===== src/rtl/fft4_input_reorder_if.sv =====
// Sample stream in, parallel 4-word frame out, for the FFT4 loader.
// slave = loader side, master = producer/consumer side.
interface fft4_input_reorder_if #(
  parameter int WIDTH = 32
) ();
  logic             s_valid;
  logic             s_ready;
  logic [WIDTH-1:0] s_data;
  logic             s_last;
  logic             m_valid;
  logic             m_ready;
  logic [WIDTH-1:0] m_x0;
  logic [WIDTH-1:0] m_x1;
  logic [WIDTH-1:0] m_x2;
  logic [WIDTH-1:0] m_x3;
  logic             frame_err;

  modport slave (
    input  s_valid, s_data, s_last, m_ready,
    output s_ready, m_valid,
    output m_x0, m_x1, m_x2, m_x3,
    output frame_err
  );

  modport master (
    output s_valid, s_data, s_last, m_ready,
    input  s_ready, m_valid,
    input  m_x0, m_x1, m_x2, m_x3,
    input  frame_err
  );
endinterface


===== src/rtl/fft4_input_reorder.sv =====
// FFT4 input loader: prescale, bit-reverse store, ping-pong frames.
// Ports: clk, rst_n (sync, active-low), io (stream in / frame out).
module fft4_input_reorder #(
  parameter int WIDTH    = 32,
  parameter int PRESCALE = 1
) (
  input logic            clk,
  input logic            rst_n,
  fft4_input_reorder_if.slave io
);

  localparam int HALF = WIDTH / 2;
  localparam logic [HALF:0] RND =
    ((HALF+1)'(1) << PRESCALE) >> 1;

  logic [WIDTH-1:0] mem [2][4];
  logic [1:0]       full;
  logic             wr_bank;
  logic             rd_bank;
  logic [1:0]       idx;
  logic             err_q;

  logic [1:0]       full_d;
  logic             wr_d;
  logic             rd_d;
  logic [1:0]       idx_d;
  logic             acc;
  logic             rd;
  logic             fin;
  logic             bad;
  logic [1:0]       waddr;
  logic [WIDTH-1:0] sc;

  // round half up, then arithmetic shift; one guard bit
  // keeps the rounding add from wrapping
  function automatic logic [HALF-1:0] scale(
    input logic [HALF-1:0] c
  );
    logic signed [HALF:0] e;
    e = {c[HALF-1], c} + RND;
    e = e >>> PRESCALE;
    return e[HALF-1:0];
  endfunction

  assign waddr = {idx[0], idx[1]};
  assign sc = {scale(io.s_data[WIDTH-1:HALF]),
               scale(io.s_data[HALF-1:0])};

  assign io.s_ready   = !full[wr_bank];
  assign io.m_valid   = full[rd_bank];
  assign io.m_x0      = mem[rd_bank][0];
  assign io.m_x1      = mem[rd_bank][1];
  assign io.m_x2      = mem[rd_bank][2];
  assign io.m_x3      = mem[rd_bank][3];
  assign io.frame_err = err_q;

  always_comb begin
    acc    = io.s_valid && !full[wr_bank];
    rd     = full[rd_bank] && io.m_ready;
    fin    = acc && (idx == 2'd3) && io.s_last;
    bad    = acc && ((idx == 2'd3) ^ io.s_last);
    full_d = full;
    wr_d   = wr_bank;
    rd_d   = rd_bank;
    idx_d  = idx;
    // read and final write never hit the same bank
    if (rd) begin
      full_d[rd_bank] = 1'b0;
      rd_d            = ~rd_bank;
    end
    if (acc) begin
      unique case (1'b1)
        fin: begin
          full_d[wr_bank] = 1'b1;
          wr_d            = ~wr_bank;
          idx_d           = 2'd0;
        end
        bad:     idx_d = 2'd0;
        default: idx_d = idx + 2'd1;
      endcase
    end
  end

  always_ff @(posedge clk) begin
    if (!rst_n) begin
      full    <= '0;
      wr_bank <= 1'b0;
      rd_bank <= 1'b0;
      idx     <= '0;
      err_q   <= 1'b0;
      for (int b = 0; b < 2; b++) begin
        for (int k = 0; k < 4; k++) begin
          mem[b][k] <= '0;
        end
      end
    end else begin
      full    <= full_d;
      wr_bank <= wr_d;
      rd_bank <= rd_d;
      idx     <= idx_d;
      err_q   <= bad;
      if (acc) begin
        mem[wr_bank][waddr] <= sc;
      end
    end
  end

endmodule


===== src/flat_wrapper.sv =====
// flat-port wrapper written by rule: the top's interface ports become plain ports
module fft4_input_reorder_flat 
#(
  parameter int WIDTH    = 32,
  parameter int PRESCALE = 1
)
  (clk, rst_n, io_s_valid, io_s_data, io_s_last, io_m_ready, io_s_ready, io_m_valid, io_m_x0, io_m_x1, io_m_x2, io_m_x3, io_frame_err);
  fft4_input_reorder_if #(.WIDTH(WIDTH)) io_i ();
  input logic clk;
  input logic rst_n;
  input wire logic [$bits(io_i.s_valid)-1:0] io_s_valid;
  input wire logic [$bits(io_i.s_data)-1:0] io_s_data;
  input wire logic [$bits(io_i.s_last)-1:0] io_s_last;
  input wire logic [$bits(io_i.m_ready)-1:0] io_m_ready;
  output wire logic [$bits(io_i.s_ready)-1:0] io_s_ready;
  output wire logic [$bits(io_i.m_valid)-1:0] io_m_valid;
  output wire logic [$bits(io_i.m_x0)-1:0] io_m_x0;
  output wire logic [$bits(io_i.m_x1)-1:0] io_m_x1;
  output wire logic [$bits(io_i.m_x2)-1:0] io_m_x2;
  output wire logic [$bits(io_i.m_x3)-1:0] io_m_x3;
  output wire logic [$bits(io_i.frame_err)-1:0] io_frame_err;
  assign io_i.s_valid = io_s_valid;
  assign io_i.s_data = io_s_data;
  assign io_i.s_last = io_s_last;
  assign io_i.m_ready = io_m_ready;
  assign io_s_ready = io_i.s_ready;
  assign io_m_valid = io_i.m_valid;
  assign io_m_x0 = io_i.m_x0;
  assign io_m_x1 = io_i.m_x1;
  assign io_m_x2 = io_i.m_x2;
  assign io_m_x3 = io_i.m_x3;
  assign io_frame_err = io_i.frame_err;
  fft4_input_reorder #(.WIDTH(WIDTH), .PRESCALE(PRESCALE)) u_core (.clk(clk), .rst_n(rst_n), .io(io_i));
endmodule

===== config.mk =====
export PLATFORM = sky130hd
export DESIGN_NAME = fft4_input_reorder_flat
export DESIGN_NICKNAME = d
export VERILOG_FILES = /design/src/rtl/fft4_input_reorder_if.sv /design/src/rtl/fft4_input_reorder.sv /design/src/flat_wrapper.sv
export SDC_FILE = /design/constraint.sdc
export NUM_CORES = 1
export LEC_CHECK = 0
export BUFFER_PORTS_ARGS = -buffer_cell sky130_fd_sc_hd__buf_4
export CAP_MARGIN = 20
export CORE_MARGIN = 2
export CORE_UTILIZATION = 61
export CTS_CLUSTER_DIAMETER = 120
export CTS_CLUSTER_SIZE = 30
export DETAILED_ROUTE_END_ITERATION = 10
export PLACE_DENSITY = 0.9
export SKIP_LAST_GASP = 1
export SYNTH_ARGS = -nofsm -noshare
export SYNTH_HDL_FRONTEND = slang
export SYNTH_SLANG_ARGS = --single-unit

===== constraint.sdc =====
create_clock -name clk -period 7.2 [get_ports clk]
set_input_delay 1.44 -clock clk [delete_from_list [all_inputs] [get_ports clk]]
set_output_delay 1.44 -clock clk [all_outputs]
set_load 0.03 [all_outputs]

==> key figures <==
Outcome
  – Result of the run: finished, final reports clean

Routing
  – Drt first pass iters: 5
  – 1st-iter DRT viols: 632
  – Routed via count: 6982
  – Residual DRC: 0
  – Avg WL per Cell: 22.2 µm
  – Routed vias/inst: 6.07
  – Detailed Route WL: 25.6 mm
  – Final ANT Viol Nets: 0

Power and ir drop
  – Lkg Pwr: 5.00 nW
  – Pint: 2.19 mW
  – Proportion of power drawn by combinational gates: 0.109
  – Final Power: 2.86 mW
  – Sequential share of power: 0.623
  – Peak VDD IR: 0.168 mV
  – Clock group share of total power: 0.268
  – Power Density: 221 nW/µm²
  – Sw power: 668 µW
  – Sw frac: 0.234

Clock tree
  – TritonCTS clock tree: built
  – CTS buffer count: 12
  – Post-CTS Repair Setup Buffers: 0
  – Worst skew pair latency: 0.48 ns
  – CTS resizes: 0
  – Max Buffers Root-to-Sink: 3
  – CTS clock-pin slew for the worst setup and hold paths: 0.11 ns
  – Clk sinks: 264
  – # hold bufs at CTS: 0
  – Root Buffer: clkbuf_16
  – H-tree levels: 1

Setup path
  – CP most frequent cell: buf_4
  – CP max stage cell: dfxtp_4
  – Arr. time, crit path: 2.93 ns
  – Crit-path max cell delay: 0.91 ns
  – CP bufs+invs: 2
  – Startpoint types: register
  – Reg2reg path depth: 4
  – CP Depth: 3
  – CP delay by family, top: buffers and inverters
  – CP Cell Sequence: buf_4 -> mux2_2 -> buf_4
  – Type of the worst setup path: reg2out
  – Worst-path fanout max: 65
  – Worst R2R Start: u_core.wr_bank
  – CP required: 5.76 ns
  – Flop-to-flop setup slack: 4.45 ns
  – Worst reg2reg endpoint: u_core.mem[0][93]
  – CP endpoint kind: primary output
  – Setup crit end: io_m_x2[19]

STA
  – Slew Viols, Final: 0
  – Total negative slack: 0 ns
  – Worst Tran Pin Value: 1.05 ns
  – Final worst clock skew: 0.00941 ns
  – Final worst slack: 2.83 ns
  – Final min period: 4.37 ns
  – Max Fclk: 229 MHz
  – Final Cycle Share: 0.606
  – Relative max-transition margin: 0.299
  – RSZ-0062 raised after global routing: false
  – Fin. Hold Viols: 0
  – Final setup vio count: 0

Cells and area
  – Ant diodes: 0
  – Area delta synth->final: 17.2%
  – Layout Nets: 964
  – Final core utilization: 0.724
  – Post-Layout Inst Area: 13000 µm²
  – Share of post-route cells with drive strength above 1: 0.362

Place
  – Place WS: 2.63 ns
  – Final Wtd Congestion: 0.913
  – IO buf count: 167
  – Placed Instance Area: 12600 µm²
  – Post-detail-place hpwl: 16.3 mm

Synth
  – Synth Warn #: 0
  – Syn Std Cell Area: 11100 µm²
  – Main area contributors after synthesis: edfxtp_1 (70%), mux2_2 (13%), nor2_1 (6.0%)
  – Sequential area share after synthesis: 0.710
  – Netlist cell types: 28
  – Dominant cell type by area after synthesis: edfxtp_1
  – Avg Cell Area, Syn: 14.5 µm²
  – Top-area cell type share of the netlist area: 0.695
  – Cells after Synth: 763
  – Syn nets: 806
  – Synthesized flop and latch total: 264

Floorplanning
  – # rows: 49
  – DIE AREA: 19200 µm²
  – Initial core utilization: 0.618
  – Die H: 139 µm
  – Number of I/O pins: 168
  – Die extent in x: 139 µm
  – Core area: 17900 µm²

Flow run
  – Maxcap violations: 0

Global routing
  – Largest net degree at the start of global routing: 66
  – First-pass GRT wire length: 37.9 mm
  – Initial antenna violation count: 0
  – Overall Global Routing Usage: 0.255
  – GRT Residual Overflow: 0
  – Vias in the first global route: 6861

Hold path
  – Hold Path Origin: u_core.idx[1]
  – Hold Path Class: reg2reg
-- final cells by class --
class | instances | area, µm²
fillers | 1137 | 4940
clock buffers | 13 | 325
repair buffers | 180 | 1380
clock inverters | 1 | 8.76
multi-input cells | 448 | 3050
inverters | 15 | 56.3
flip-flops and latches | 264 | 7850
well taps | 229 | 287
-- synthesized netlist by cell type (all sizes together) --
cell and count:
o211ai 1, nand2 23, clkbuf 31, and2 1, buf 5, mux2 130
a311oi 2, dfxtp 8, nor3 8, o21ai 8, xnor2 17, or2 1
or4 2, edfxtp 256, nor2 177, inv 15, and3 2, nor4 5
or3 5, nand3 14, nand4 10, xor2 9, a21oi 24, and4 3
ha 6
-- metal layers --
metal,part of all wire,up-vias,routed length (µm),GRT usage
met5,0,-,0,0
met3,0.074,51,1890,0.0297
li1,-,3070,-,-
met2,0.52,389,13200,0.442
met4,0.029,0,732,0.0893
met1,0.38,3472,9780,0.339
-- power by group through the flow --
stage / sequential (mW) / clock [mW] / combinational, mW
after floorplan: 1.81 / 0 / 0.177
after global placement: 1.81 / 0 / 0.302
after detailed placement: 1.82 / 0 / 0.307
after CTS: 1.78 / 0.765 / 0.309
after global routing: 1.79 / 0.812 / 0.327
final: 1.78 / 0.766 / 0.312
-- sequential cells by signal, indices dropped and copies added (netlist names), named ones only --
| register | count |
|---|---|
| u_core.io.frame_err | 1 |
| u_core.mem | 256 |
| u_core.rd_bank | 1 |
| u_core.idx | 2 |
| u_core.full | 2 |
| u_core.wr_bank | 1 |
-- stage by stage --
step / instances / hold WS, ns
6_report: 1150 / 0.504
2_1_floorplan: 763 / 0.465
5_1_grt: 1150 / 0.551
3_5_place_dp: 1134 / 0.492
3_3_place_gp: 1134 / 0.481
4_1_cts: 1148 / 0.505
-- cells by family (layout without fill, tap and decap cells) --
| group | after synthesis | count (layout) | synth area share |
|---|---|---|---|
| flip-flops | 264 | 264 | 0.710 |
| AND/OR/NAND/NOR | 251 | 251 | 0.0960 |
| multiplexers | 130 | 130 | 0.132 |
| AO/OA/AOI/OAI | 35 | 35 | 0.0167 |
| adder cells (fa/ha/maj) | 6 | 6 | 0.00679 |
| buffers and inverters | 51 | 209 | 0.0178 |
| XOR/XNOR | 26 | 26 | 0.0206 |
-- worst min-delay path by stage --
stage,to,cells after the start,slack (ns)
global placement,u_core.idx[1],2,0.48
detailed placement,u_core.idx[1],2,0.49
floorplan,u_core.idx[1],2,0.46
finish,u_core.idx[1],2,0.50
global route,u_core.idx[1],2,0.55
CTS,u_core.idx[1],2,0.50
-- worst min-delay path: cells and delay by family (launching register included) --
family | cells | cell delay [ns]
compound gates | 1 | 0.05
flops | 1 | 0.35
simple gates | 1 | 0.06
-- cells in the final DEF (no fill, tap or decap) --
cell and n:
ha_1 6, o21ai_4 3, or4_4 1, nor4_1 5
a311oi_1 2, and2_1 1, buf_4 178, clkinv_4 1
or2_2 1, nor3_1 8, inv_1 15, clkbuf_16 13
or4_1 1, nand4_1 10, xnor2_1 17, o21ai_0 5
or3_1 5, nand2_1 21, a21oi_1 24, nand3_2 1
buf_8 1, dfxtp_4 1, nand3_1 13, buf_16 1
and4_1 3, nand2_2 2, mux2_2 130, o211ai_1 1
edfxtp_1 256, dfxtp_1 7, nor2_1 177, and3_1 2
xor2_1 9
Note: power is estimated with default switching activity, not from simulation.
